--- src/rtl/pu_lut_sched_if.sv ---
// Handshake and LUT-bus bundle for pu_lut_sched.
// master: clients and the LUT; slave: the scheduler.
interface pu_lut_sched_if #(
    parameter int ADDR_WIDTH = 4,
    parameter int DATA_WIDTH = 1,
    parameter int SEL_WIDTH  = 2
);
    logic                  cfg_valid;
    logic [ADDR_WIDTH-1:0] cfg_addr;
    logic [DATA_WIDTH-1:0] cfg_data;
    logic                  cfg_ready;

    logic                  req0_valid;
    logic [ADDR_WIDTH-1:0] req0_addr;
    logic [SEL_WIDTH-1:0]  req0_sel;
    logic                  req0_ready;
    logic                  req1_valid;
    logic [ADDR_WIDTH-1:0] req1_addr;
    logic [SEL_WIDTH-1:0]  req1_sel;
    logic                  req1_ready;

    logic                  rsp0_valid;
    logic [DATA_WIDTH-1:0] rsp0_data;
    logic                  rsp1_valid;
    logic [DATA_WIDTH-1:0] rsp1_data;

    logic [ADDR_WIDTH-1:0] lut_addr;
    logic [SEL_WIDTH-1:0]  lut_sel;
    logic                  lut_signal_wr;
    logic                  lut_signal_oe;
    logic [DATA_WIDTH-1:0] lut_wdata;
    logic [DATA_WIDTH-1:0] lut_rdata;

    modport master (
        output cfg_valid, cfg_addr, cfg_data,
        output req0_valid, req0_addr, req0_sel,
        output req1_valid, req1_addr, req1_sel,
        output lut_rdata,
        input  cfg_ready, req0_ready, req1_ready,
        input  rsp0_valid, rsp0_data, rsp1_valid, rsp1_data,
        input  lut_addr, lut_sel, lut_signal_wr,
        input  lut_signal_oe, lut_wdata
    );

    modport slave (
        input  cfg_valid, cfg_addr, cfg_data,
        input  req0_valid, req0_addr, req0_sel,
        input  req1_valid, req1_addr, req1_sel,
        input  lut_rdata,
        output cfg_ready, req0_ready, req1_ready,
        output rsp0_valid, rsp0_data, rsp1_valid, rsp1_data,
        output lut_addr, lut_sel, lut_signal_wr,
        output lut_signal_oe, lut_wdata
    );
endinterface

--- src/rtl/pu_lut_sched.sv ---
// LUT access scheduler: config writes beat two arbitrated read clients.
// Define PU_LUT_SCHED_ROUND_ROBIN_EN for round-robin, else client 0 wins.
module pu_lut_sched #(
    parameter int ADDR_WIDTH = 4,
    parameter int DATA_WIDTH = 1,
    parameter int SEL_WIDTH  = 2
) (
    input  logic        clk,
    input  logic        rst,
    pu_lut_sched_if.slave bus,
    output logic        busy
);
    typedef enum logic [1:0] {
        IDLE,
        WRITE,
        READ
    } state_t;

    state_t state;
    logic   gnt;
    logic   idle;
    logic   pick1;
    logic   grant0;
    logic   grant1;

`ifdef PU_LUT_SCHED_ROUND_ROBIN_EN
    logic last;
    // On a tie, serve whichever client was not granted last time.
    assign pick1 = bus.req0_valid && bus.req1_valid && !last;
`else
    assign pick1 = 1'b0;
`endif

    assign idle   = (state == IDLE) && !rst;
    assign busy   = (state != IDLE);
    assign grant0 = idle && !bus.cfg_valid
                  && bus.req0_valid && !pick1;
    assign grant1 = idle && !bus.cfg_valid && bus.req1_valid
                  && (!bus.req0_valid || pick1);

    assign bus.cfg_ready  = idle && bus.cfg_valid;
    assign bus.req0_ready = grant0;
    assign bus.req1_ready = grant1;

    always_ff @(posedge clk) begin
        if (rst) begin
            state             <= IDLE;
            gnt               <= 1'b0;
            bus.lut_signal_wr <= 1'b0;
            bus.lut_signal_oe <= 1'b0;
            bus.lut_addr      <= '0;
            bus.lut_sel       <= '0;
            bus.lut_wdata     <= '0;
            bus.rsp0_valid    <= 1'b0;
            bus.rsp0_data     <= '0;
            bus.rsp1_valid    <= 1'b0;
            bus.rsp1_data     <= '0;
`ifdef PU_LUT_SCHED_ROUND_ROBIN_EN
            last              <= 1'b1;
`endif
        end else begin
            bus.rsp0_valid <= 1'b0;
            bus.rsp1_valid <= 1'b0;
            unique case (state)
                IDLE: begin
                    if (bus.cfg_ready) begin
                        state             <= WRITE;
                        bus.lut_signal_wr <= 1'b1;
                        bus.lut_addr      <= bus.cfg_addr;
                        bus.lut_wdata     <= bus.cfg_data;
                    end else if (grant0 || grant1) begin
                        state             <= READ;
                        gnt               <= grant1;
                        bus.lut_signal_oe <= 1'b1;
                        bus.lut_addr      <= grant1 ? bus.req1_addr
                                                    : bus.req0_addr;
                        bus.lut_sel       <= grant1 ? bus.req1_sel
                                                    : bus.req0_sel;
`ifdef PU_LUT_SCHED_ROUND_ROBIN_EN
                        last              <= grant1;
`endif
                    end
                end
                WRITE: begin
                    state             <= IDLE;
                    bus.lut_signal_wr <= 1'b0;
                end
                READ: begin
                    state             <= IDLE;
                    bus.lut_signal_oe <= 1'b0;
                    if (gnt) begin
                        bus.rsp1_valid <= 1'b1;
                        bus.rsp1_data  <= bus.lut_rdata;
                    end else begin
                        bus.rsp0_valid <= 1'b1;
                        bus.rsp0_data  <= bus.lut_rdata;
                    end
                end
                default: state <= IDLE;
            endcase
        end
    end
endmodule

--- src/flat_wrapper.sv ---
// flat-port wrapper written by rule: the top's interface ports become plain ports
module pu_lut_sched_flat 
#(
    parameter int ADDR_WIDTH = 4,
    parameter int DATA_WIDTH = 1,
    parameter int SEL_WIDTH  = 2
)
  (clk, rst, busy, bus_cfg_valid, bus_cfg_addr, bus_cfg_data, bus_req0_valid, bus_req0_addr, bus_req0_sel, bus_req1_valid, bus_req1_addr, bus_req1_sel, bus_lut_rdata, bus_cfg_ready, bus_req0_ready, bus_req1_ready, bus_rsp0_valid, bus_rsp0_data, bus_rsp1_valid, bus_rsp1_data, bus_lut_addr, bus_lut_sel, bus_lut_signal_wr, bus_lut_signal_oe, bus_lut_wdata);
  pu_lut_sched_if #(.ADDR_WIDTH(ADDR_WIDTH), .DATA_WIDTH(DATA_WIDTH), .SEL_WIDTH(SEL_WIDTH)) bus_i ();
  input  logic clk;
  input  logic rst;
  output logic busy;
  input wire logic [$bits(bus_i.cfg_valid)-1:0] bus_cfg_valid;
  input wire logic [$bits(bus_i.cfg_addr)-1:0] bus_cfg_addr;
  input wire logic [$bits(bus_i.cfg_data)-1:0] bus_cfg_data;
  input wire logic [$bits(bus_i.req0_valid)-1:0] bus_req0_valid;
  input wire logic [$bits(bus_i.req0_addr)-1:0] bus_req0_addr;
  input wire logic [$bits(bus_i.req0_sel)-1:0] bus_req0_sel;
  input wire logic [$bits(bus_i.req1_valid)-1:0] bus_req1_valid;
  input wire logic [$bits(bus_i.req1_addr)-1:0] bus_req1_addr;
  input wire logic [$bits(bus_i.req1_sel)-1:0] bus_req1_sel;
  input wire logic [$bits(bus_i.lut_rdata)-1:0] bus_lut_rdata;
  output wire logic [$bits(bus_i.cfg_ready)-1:0] bus_cfg_ready;
  output wire logic [$bits(bus_i.req0_ready)-1:0] bus_req0_ready;
  output wire logic [$bits(bus_i.req1_ready)-1:0] bus_req1_ready;
  output wire logic [$bits(bus_i.rsp0_valid)-1:0] bus_rsp0_valid;
  output wire logic [$bits(bus_i.rsp0_data)-1:0] bus_rsp0_data;
  output wire logic [$bits(bus_i.rsp1_valid)-1:0] bus_rsp1_valid;
  output wire logic [$bits(bus_i.rsp1_data)-1:0] bus_rsp1_data;
  output wire logic [$bits(bus_i.lut_addr)-1:0] bus_lut_addr;
  output wire logic [$bits(bus_i.lut_sel)-1:0] bus_lut_sel;
  output wire logic [$bits(bus_i.lut_signal_wr)-1:0] bus_lut_signal_wr;
  output wire logic [$bits(bus_i.lut_signal_oe)-1:0] bus_lut_signal_oe;
  output wire logic [$bits(bus_i.lut_wdata)-1:0] bus_lut_wdata;
  assign bus_i.cfg_valid = bus_cfg_valid;
  assign bus_i.cfg_addr = bus_cfg_addr;
  assign bus_i.cfg_data = bus_cfg_data;
  assign bus_i.req0_valid = bus_req0_valid;
  assign bus_i.req0_addr = bus_req0_addr;
  assign bus_i.req0_sel = bus_req0_sel;
  assign bus_i.req1_valid = bus_req1_valid;
  assign bus_i.req1_addr = bus_req1_addr;
  assign bus_i.req1_sel = bus_req1_sel;
  assign bus_i.lut_rdata = bus_lut_rdata;
  assign bus_cfg_ready = bus_i.cfg_ready;
  assign bus_req0_ready = bus_i.req0_ready;
  assign bus_req1_ready = bus_i.req1_ready;
  assign bus_rsp0_valid = bus_i.rsp0_valid;
  assign bus_rsp0_data = bus_i.rsp0_data;
  assign bus_rsp1_valid = bus_i.rsp1_valid;
  assign bus_rsp1_data = bus_i.rsp1_data;
  assign bus_lut_addr = bus_i.lut_addr;
  assign bus_lut_sel = bus_i.lut_sel;
  assign bus_lut_signal_wr = bus_i.lut_signal_wr;
  assign bus_lut_signal_oe = bus_i.lut_signal_oe;
  assign bus_lut_wdata = bus_i.lut_wdata;
  pu_lut_sched #(.ADDR_WIDTH(ADDR_WIDTH), .DATA_WIDTH(DATA_WIDTH), .SEL_WIDTH(SEL_WIDTH)) u_core (.clk(clk), .rst(rst), .bus(bus_i), .busy(busy));
endmodule
--- config.mk ---
export PLATFORM = sky130hd
export DESIGN_NAME = pu_lut_sched_flat
export DESIGN_NICKNAME = d
export VERILOG_FILES = /design/src/rtl/pu_lut_sched_if.sv /design/src/rtl/pu_lut_sched.sv /design/src/flat_wrapper.sv
export SDC_FILE = /design/constraint.sdc
export NUM_CORES = 1
export LEC_CHECK = 0
export BUFFER_PORTS_ARGS = -buffer_cell sky130_fd_sc_hd__buf_2
export CAP_MARGIN = 20
export CORE_AREA = 2 2 49 51
export CTS_CLUSTER_SIZE = 8
export DETAILED_ROUTE_END_ITERATION = 16
export DIE_AREA = 0 0 51 53
export HOLD_SLACK_MARGIN = 0.06
export PLACE_DENSITY = 0.7
export SYNTH_ARGS = -nofsm -noshare
export SYNTH_HDL_FRONTEND = slang
export SYNTH_SLANG_ARGS = --single-unit
--- constraint.sdc ---
create_clock -name clk -period 1.45 [get_ports clk]
set_input_delay 0.29 -clock clk [delete_from_list [all_inputs] [get_ports clk]]
set_output_delay 0.29 -clock clk [all_outputs]
set_load 0.005 [all_outputs]
==> results of run 1 <==
==> power by group through the flow <==
stage	combinational, uW	clock [uW]	sequential (uW)
6_report	217	224	486
5_1_grt	238	251	489
4_1_cts	205	235	485
3_5_place_dp	197	0	495
3_3_place_gp	193	0	493
2_1_floorplan	109	0	496
==> stage by stage <==
step	hold WS (ps)	setup slack [ps]	area, um^2	total power (uW)	TNS (ps)
CTS	194	-201	1100	925	-673
global route	209	-228	1130	979	-1120
floorplan	389	58.5	802	605	0
detailed placement	477	-61.9	1050	692	-149
global placement	457	-20.5	1050	686	-39.1
finish	200	-197	1130	927	-630
==> final cells by class <==
| class | count | area (um^2) | area share |
|---|---|---|---|
| clock buffer | 3 | 22.5 | 0.0199 |
| inverter | 4 | 27.5 | 0.0244 |
| multi-input combinational | 61 | 430 | 0.381 |
| sequential | 16 | 328 | 0.290 |
| tap | 28 | 35.0 | 0.0310 |
| timing repair buffer | 49 | 287 | 0.254 |
==> worst max-delay path, delay by kind of cell, from the launching register on <==
| family | cells | cell delay, ps |
|---|---|---|
| buf+inv | 2 | 140 |
| simple gates | 1 | 560 |
| flops | 1 | 370 |
==> cell families after synthesis <==
| kind of cell | synth area share |
|---|---|
| AO/OA/AOI/OAI | 0.165 |
| buffers and inverters | 0.0874 |
| flip-flops | 0.399 |
| multiplexers | 0.0125 |
| AND/OR/NAND/NOR | 0.335 |
==> path summary, 6_finish.rpt <==
kind,end,slack (ps),startpoint,depth (start not counted)
max,bus_cfg_ready,-200,u_core.state[1],3
min,u_core.bus.lut_wdata,200,bus_cfg_data,3
max reg2reg,u_core.bus.lut_sel[1],-70,u_core.state[0],3
min reg2reg,u_core.bus.lut_wdata,490,u_core.bus.lut_wdata,2
==> routing by layer <==
layer	wire, um	track usage	part of all wire
met5	0	0	0
met4	19	0.0856	0.0093
met3	88	0.0169	0.043
met2	1040	0.262	0.51
met1	899	0.192	0.44
==> state kept, by name (all words and copies together), names as in the netlist <==
| register | cells |
|---|---|
| u_core.bus.rsp1_data | 1 |
| u_core.gnt | 1 |
| u_core.state | 2 |
| u_core.bus.rsp0_valid | 1 |
| u_core.bus.lut_wdata | 1 |
| u_core.bus.rsp0_data | 1 |
| u_core.bus.rsp1_valid | 1 |
| u_core.bus.lut_signal_wr | 1 |
| u_core.bus.lut_sel | 2 |
| u_core.bus.lut_addr | 4 |
| u_core.bus.lut_signal_oe | 1 |
==> cells in the final DEF (no fill, tap or decap), drive strengths merged, types with 3 or more instances in the layout <==
master	instances
or3b	5
clkbuf	3
inv	3
o21ai	4
a211oi	5
nand2	3
nor4	5
nand2b	6
nor2	8
dfxtp	16
buf	49
a21oi	9
==> timing repair <==
action	4_1_cts	5_1_grt
pin swaps	4	2
endpoints found under the setup margin	6	11
setup buffers	2	0
resized for setup	4	8
==> results.tsv, run 1 <==
stage	metric	value	unit
floorplanning	die_w	51	um
synthesis	ys_seq_elements	16	
worst_setup_path	worstPathArrival	1360	ps
synthesis	synth.yosys.warnings	0	
clock_network	htreeDepth	1	
clock_network	numClockSinks	16	
sta	rsz0062_at_grt	true	
cells_and_area	n_antenna_cell	0	
synthesis	ys_top_cells_by_count	dfxtp_1 (16), a21oi_1 (9), nor2_1 (8)	
pwr	p_leak	0.000527	uW
detailed_routing	drtIter0Drc	9	
sta	slew_violations	0	
cells_and_area	utilization	0.526	
global_route	grt_max_degree	14	
clock_network	root_buffer	clkbuf_4	
worst_setup_path	path_class	reg -> out	
synthesis	synth_cells	88	
pwr	p_sw	248	uW
synthesis	synth_largest_area_cell	dfxtp_1	
clock_network	insertion_delay	270	ps
place	dp_hpwl	1500	um
pwr	ir_drop	0.000346	V
worst_setup_path	path_cells	or4b_4 -> clkinv_8 -> buf_6	
worst_setup_path	cp-start-kind	flop	
cells_and_area	drive_gt1_frac	0.534	
cells_and_area	num-fill-cells	214	
detailed_routing	drt_pass1_iterations	4	
worst_setup_path	cp_slowest_cell	or4b_4	
detailed_routing	routed_wirelength	2050	um
worst_setup_path	crit_path_max_incr_delay	560	ps
clock_network	holdBufCountCts	0	
synthesis	yosys-top-cells-area	dfxtp_1 (40%), nor4_2 (7.8%), a21oi_1 (5.6%)	
pwr	p_seq_frac	0.524	
global_route	grt_overflow	0	
status	status	finished with violations	
floorplanning	die-height	53	um
sta	hold_violations	0	
job	maxCapViolCount	0	
cells_and_area	area_growth	40.9	%
place	dp_cells	156	
pwr	combPwrFrac	0.234	
cells_and_area	fin_nets	158	
clock_network	cts_buffers	3	
clock_network	clock_path_buffers	2	
global_route	grt_pass1_vias	768	
worst_setup_path	worst_setup_path_end_kind	output pin	
synthesis	synth-main-ff-cell	dfxtp_1	
synthesis	yosysMostFrequentCell	dfxtp_1	
place	port_buffers	39	
global_route	track_usage	0.155	
sta	maxSlewHeadroom	0.787	
clock_network	clk_pin_slew	90	ps
detailed_routing	viasPerCell	4.98	
pwr	power_density	821	nW/um^2
worst_setup_path	crit_fanout	4	
global_route	antenna_found_initial	0	
synthesis	yosysSeqAreaShare	0.399	
synthesis	synth_enable_flop_cells	0	
floorplanning	core.rowCount	17	
detailed_routing	num_vias	802	
synthesis	syn_area	802	um^2
floorplanning	initial_utilization	0.373	
sta	post-route-min-period	1650	ps
global_route	grt_pass1_wl	3150	um
pwr	p_clk_frac	0.242	
synthesis	ys_types	27	
place	gp_congestion	0.810	
cells_and_area	final_cells	161	
synthesis	syn_avg_cell_area	9.11	um^2
sta	fin_skew	1.74	ps
detailed_routing	antenna_left	0	
sta	worst_slack	-197	ps
floorplanning	dieArea	2700	um^2
sta	max_freq	607	MHz
floorplanning	ios	40	
sta	worstMarginPinSlew	318	ps
sta	finalSetupViolCount	7	
sta	fin_crit_sh	1.14	
floorplanning	core_area	2150	um^2
synthesis	async_flop_share	0	
detailed_routing	wl_per_cell	12.7	um
worst_setup_path	cp.required	1160	ps
pwr	power.internal	679	uW
pwr	swShare	0.268	
synthesis	synth.top_cell.area_share	0.399	
synthesis	synth_nets	111	
detailed_routing	drc	0	
hold_path	worstHoldPathType	in -> reg	
clock_network	cts_tree	built	
status	violations	negative setup slack	
(Power assumes the default switching activity.)
==> run 2: changes to the inputs <==
- ABC_AREA: not set -> 1
- ABC_CLOCK_PERIOD_IN_PS: not set -> 1450
- CORE_AREA: 2 2 49 51 -> 2 2 48 50
- DIE_AREA: 0 0 51 53 -> 0 0 50 52
==> results.tsv, run 2 <==
stage	metric	value	unit
cells_and_area	reg_top3	u_core.bus.lut_addr: 4 flops, u_core.bus.lut_sel: 2 flops, u_core.state: 2 flops	
place	placed_area	1000	um^2
worst_setup_path	crit_fanout	4	
place	port_buffers	39	
synthesis	synth_cells	108	
clock_network	insertion_delay	290	ps
clock_network	clk_pin_slew	100	ps
cells_and_area	final_cells	185	
sta	fin_crit_sh	1.05	
synthesis	synth_largest_area_cell	dfxtp_1	
synthesis	yosys-top-cells-area	dfxtp_1 (42%), nand2_1 (13%), inv_1 (9.3%)	
place	dp_cells	177	
pwr	power_density	904	nW/um^2
place	gp_congestion	0.750	
sta	fin_skew	12.2	ps
clock_network	cts_buffers	3	
synthesis	synth.yosys.warnings	0	
detailed_routing	viasPerCell	4.45	
synthesis	ys_top_cells_by_count	nand2_1 (26), inv_1 (19), dfxtp_1 (16)	
hold_path	min_from	bus_cfg_data	
worst_setup_path	reg2reg_from	u_core.state[0]	
status	status	finished with violations	
cells_and_area	regArea	323	um^2
cells_and_area	top_register	u_core.bus.lut_addr	
floorplanning	core.rowCount	17	
sta	finalSetupViolCount	3	
cells_and_area	num-fill-cells	217	
worst_setup_path	r2r-end	u_core.bus.lut_sel[1]	
worst_setup_path	critPathBufInv	3	
synthesis	async_flop_share	0	
detailed_routing	antenna_left	0	
worst_setup_path	crit_path_max_incr_delay	350	ps
sta	slew_violations	0	
global_route	grt_pass1_vias	656	
sta	setup-tns-final	-99.0	ps
sta	post-route-min-period	1530	ps
detailed_routing	drc	0	
detailed_routing	wl_per_cell	9.72	um
sta	rsz0062_at_grt	true	
synthesis	synth-main-ff-cell	dfxtp_1	
global_route	grt_pass1_wl	2640	um
synthesis	ys_seq_elements	16	
clock_network	clock_path_buffers	2	
sta	maxSlewHeadroom	0.635	
cells_and_area	area_growth	43.3	%
floorplanning	dieArea	2600	um^2
clock_network	cts_tree	built	
cells_and_area	n_antenna_cell	0	
worst_setup_path	path_cells	nor2_4 -> inv_2 -> nor2_4 -> nand2_2 -> clkinv_4 -> buf_6	
floorplanning	die_w	50	um
pwr	finalPower	988	uW
worst_setup_path	cp_slowest_cell	dfxtp_2	
cells_and_area	fin_nets	181	
cells_and_area	drive_gt1_frac	0.408	
synthesis	ys_types	17	
floorplanning	initial_utilization	0.362	
sta	worst_slack	-75.0	ps
cells_and_area	layout_common_cells	buf_2 (37), nand2_1 (26), inv_1 (19), dfxtp_1 (14), a21oi_1 (12)	
worst_setup_path	rr_worst_depth	8	
worst_setup_path	worst_setup_path_end_kind	output pin	
global_route	grt_max_degree	10	
worst_setup_path	cp_top_family	simple AND/OR/NAND/NOR gates	
synthesis	yosysSeqAreaShare	0.420	
cells_and_area	layout_commonest_cell	buf_2	
synthesis	synth.top_cell.area_share	0.420	
detailed_routing	routed_wirelength	1800	um
detailed_routing	drt_pass1_iterations	4	
hold_path	worstHoldPathType	in -> reg	
sta	worstMarginPinSlew	544	ps
hold_path	holdPathStages	3	
synthesis	synth_enable_flop_cells	0	
cells_and_area	final_cell_area	1090	um^2
pwr	ir_drop	0.000447	V
cells_and_area	largest_register_ffs	4	
hold_path	whs_endpoint	u_core.bus.lut_wdata	
job	maxCapViolCount	0	
clock_network	numClockSinks	16	
worst_setup_path	crit_top_cell	nor2_4	
synthesis	syn_avg_cell_area	7.07	um^2
cells_and_area	multi_input_comb_area	342	um^2
place	dp_slack	124	ps
place	dp_hpwl	1400	um
global_route	track_usage	0.132	
floorplanning	die-height	52	um
worst_setup_path	r2r_setup_slack	150	ps
detailed_routing	drtIter0Drc	7	
global_route	antenna_found_initial	0	
status	violations	negative setup slack	
pwr	p_leak	0.000629	uW
worst_setup_path	worstPathArrival	1240	ps
synthesis	synth_nets	131	
sta	max_freq	656	MHz
floorplanning	core_area	2110	um^2
worst_setup_path	path_class	reg -> out	
clock_network	root_buffer	clkbuf_4	
sta	hold_violations	0	
worst_setup_path	cp-start-kind	flop	
floorplanning	ios	40	
synthesis	syn_area	763	um^2
worst_setup_path	cp.required	1160	ps
synthesis	yosysMostFrequentCell	nand2_1	
global_route	grt_overflow	0	
detailed_routing	num_vias	824	
clock_network	htreeDepth	1	
[run 2: how the worst max path moves through the flow]
stage / cells past startpoint / to / from
floorplan: 5 / bus_cfg_ready / u_core.state[0]
global placement: 5 / bus_req1_ready / bus_req0_valid
detailed placement: 5 / bus_req1_ready / bus_req0_valid
CTS: 6 / bus_cfg_ready / u_core.state[1]
global route: 6 / bus_cfg_ready / u_core.state[0]
finish: 6 / bus_cfg_ready / u_core.state[0]
[run 2: per-stage QoR]
stage	hold WS, ps	util
floorplan	359	-
global placement	435	0.477
detailed placement	441	0.477
CTS	186	0.499
global route	223	0.519
finish	188	0.519
[run 2: layout make-up]
| type | count | area share |
|---|---|---|
| inverters | 24 | 0.0892 |
| repair buffers | 46 | 0.238 |
| flip-flops and latches | 16 | 0.295 |
| well taps | 28 | 0.0320 |
| multi-input cells | 67 | 0.312 |
| clock buffers | 4 | 0.0332 |
[run 2: kinds of logic after synthesis]
group,Yosys count,synth area share
AOI/OAI and AO/OA,19,0.134
buffers and inverters,25,0.139
DFF,16,0.420
and+or+nand+nor,48,0.307
[run 2: timing repair]
| action | in CTS | in global routing |
|---|---|---|
| endpoints found under the setup margin | 3 | 3 |
| setup buffers | 0 | 4 |
| pin swaps | 1 | 4 |
| gates resized for setup | 3 | 3 |
| hold buffers | 0 | 0 |
[run 2: worst min-delay path, cell delays in order]
cell     delay, ps
buf_2           70
nand2_1         40
nand2_1         50
[run 2: routing by layer]
layer,vias to the layer above,part of all wire,track usage
met5,-,0,0
met4,0,0.019,0.0694
met3,5,0.056,0.0230
met2,25,0.48,0.217
met1,363,0.44,0.165
li1,431,-,-
[run 2: power by group]
part           leakage (uW)  switching (uW)  internal [uW]  total [uW]
Sequential         0.000132            15.6            470         485
Clock             0.0000210             144            153         296
Combinational      0.000476             108           98.3         207
Total              0.000629             268            720         988
==> run 3: changes to the inputs <==
- ABC_AREA: 1 -> not set
- CORE_AREA: 2 2 48 50 -> 2 2 47 49
- CTS_BUF_LIST: not set -> sky130_fd_sc_hd__clkbuf_4
- DIE_AREA: 0 0 50 52 -> 0 0 49 51
- PLACE_DENSITY: 0.7 -> 0.75
- RECOVER_POWER: not set -> 50
==> results.tsv, run 3 (synthesis gave the netlist of run 1 again) <==
stage	metric	value	unit
cells_and_area	final_cell_area	1200	um^2
clock_network	htreeDepth	1	
detailed_routing	viasPerCell	4.94	
cells_and_area	largest_register_ffs	4	
clock_network	clock_path_buffers	2	
floorplanning	core_area	2060	um^2
cells_and_area	fin_nets	162	
detailed_routing	routed_wirelength	2090	um
sta	post-route-min-period	1630	ps
worst_setup_path	cp.required	1160	ps
cells_and_area	reg_top3	u_core.bus.lut_addr: 4 flops, u_core.bus.lut_sel: 2 flops, u_core.state: 2 flops	
sta	fin_crit_sh	1.13	
clock_network	numClockSinks	16	
clock_network	clk_pin_slew	100	ps
pwr	finalPower	961	uW
sta	worstMarginPinSlew	316	ps
detailed_routing	wl_per_cell	12.6	um
clock_network	insertion_delay	280	ps
global_route	antenna_found_initial	0	
sta	max_freq	613	MHz
sta	rsz0062_at_grt	true	
place	port_buffers	39	
floorplanning	core.rowCount	17	
place	gp_congestion	0.668	
global_route	track_usage	0.175	
cells_and_area	n_antenna_cell	0	
clock_network	root_buffer	clkbuf_4	
clock_network	cts_tree	built	
cells_and_area	layout_common_cells	buf_2 (35), dfxtp_1 (14), buf_4 (11), nor2_1 (7), a21oi_1 (7)	
cells_and_area	regArea	325	um^2
pwr	power_density	799	nW/um^2
cells_and_area	num-fill-cells	191	
global_route	grt_overflow	0	
cells_and_area	drive_gt1_frac	0.587	
floorplanning	die-height	51	um
cells_and_area	area_growth	50.1	%
sta	maxSlewHeadroom	0.789	
place	dp_hpwl	1600	um
worst_setup_path	path_class	reg -> out	
global_route	grt_pass1_vias	805	
worst_setup_path	worst_setup_path_end_kind	output pin	
sta	slew_violations	0	
sta	hold_violations	0	
detailed_routing	drc	0	
detailed_routing	antenna_left	0	
cells_and_area	layout_commonest_cell	buf_2	
sta	setup-tns-final	-624	ps
hold_path	worstHoldPathType	in -> reg	
worst_setup_path	crit_fanout	3	
place	placed_area	1050	um^2
detailed_routing	drtIter0Drc	6	
worst_setup_path	cp-start-kind	flop	
pwr	p_leak	0.000549	uW
sta	finalSetupViolCount	9	
floorplanning	ios	40	
floorplanning	die_w	49	um
pwr	ir_drop	0.000719	V
floorplanning	initial_utilization	0.389	
cells_and_area	top_register	u_core.bus.lut_addr	
worst_setup_path	worstPathArrival	1340	ps
detailed_routing	drt_pass1_iterations	4	
global_route	grt_pass1_wl	3370	um
detailed_routing	num_vias	820	
floorplanning	dieArea	2500	um^2
status	status	finished with violations	
sta	fin_skew	6.64	ps
sta	worst_slack	-182	ps
cells_and_area	multi_input_comb_area	468	um^2
job	maxCapViolCount	0	
global_route	grt_max_degree	14	
worst_setup_path	r2r_setup_slack	-40	ps
clock_network	cts_buffers	3	
status	violations	negative setup slack	
run 3: changes by cell type in the layout (fill, tap and decap cells not counted), sizes merged, moves of 5 or more:
cell / change
nand2b: +6
buf: +5
a211oi: +5
nor4: +5
nand3: -5
inv: -20
nand2: -25
or3b: +5
run 3: what timing repair did:
action / CTS / global route
hold buffers: 0 / 0
setup buffers: 4 / 2
pin swaps: 3 / 6
cloned: 0 / 0
resized for setup: 7 / 18
setup endpoints to repair: 7 / 11
run 3: power by group:
part           switching (uW)  internal, uW  total [uW]
logic                     111           128         239
clock network             136          99.7         236
registers                19.1           467         486
total                     267           694         961
run 3: area by class of cell:
type / instances / share of cell area
Timing Repair Buffer: 53 / 0.267
Clock inverter: 1 / 0.00312
Inverter: 4 / 0.0229
Sequential cell: 16 / 0.270
Multi-Input combinational cell: 61 / 0.389
Clock buffer: 3 / 0.0187
Tap cell: 28 / 0.0291
run 3: routing by layer:
layer	vias up	GRT usage	wire length, um
met3	2	0.0322	103
met5	-	0	0
met1	383	0.202	840
met4	0	0.0667	8
li1	413	-	-
met2	22	0.322	1140
run 3: worst max-delay path, stage by stage (launching register included):
cell and delay, ps:
dfxtp_2 350, or4b_4 570, clkinv_8 70, buf_6 80
run 3: stage by stage:
| stage | cells | worst slack [ps] | utilization | hold WS, ps |
|---|---|---|---|---|
| detailed placement | 156 | -57.0 | 0.509 | 468 |
| finish | 166 | -182 | 0.583 | 193 |
| floorplan | 88 | 58.5 | - | 389 |
| CTS | 164 | -181 | 0.547 | 195 |
| global route | 166 | -226 | 0.583 | 211 |
| global placement | 156 | -13.1 | 0.509 | 457 |
run 3: final timing paths:
check                  startpoint                     end  cells past startpoint
max reg2reg       u_core.state[1]  u_core.bus.lut_addr[0]                      4
max               u_core.state[1]           bus_cfg_ready                      3
min reg2reg  u_core.bus.lut_wdata    u_core.bus.lut_wdata                      2
min                  bus_cfg_data    u_core.bus.lut_wdata                      3
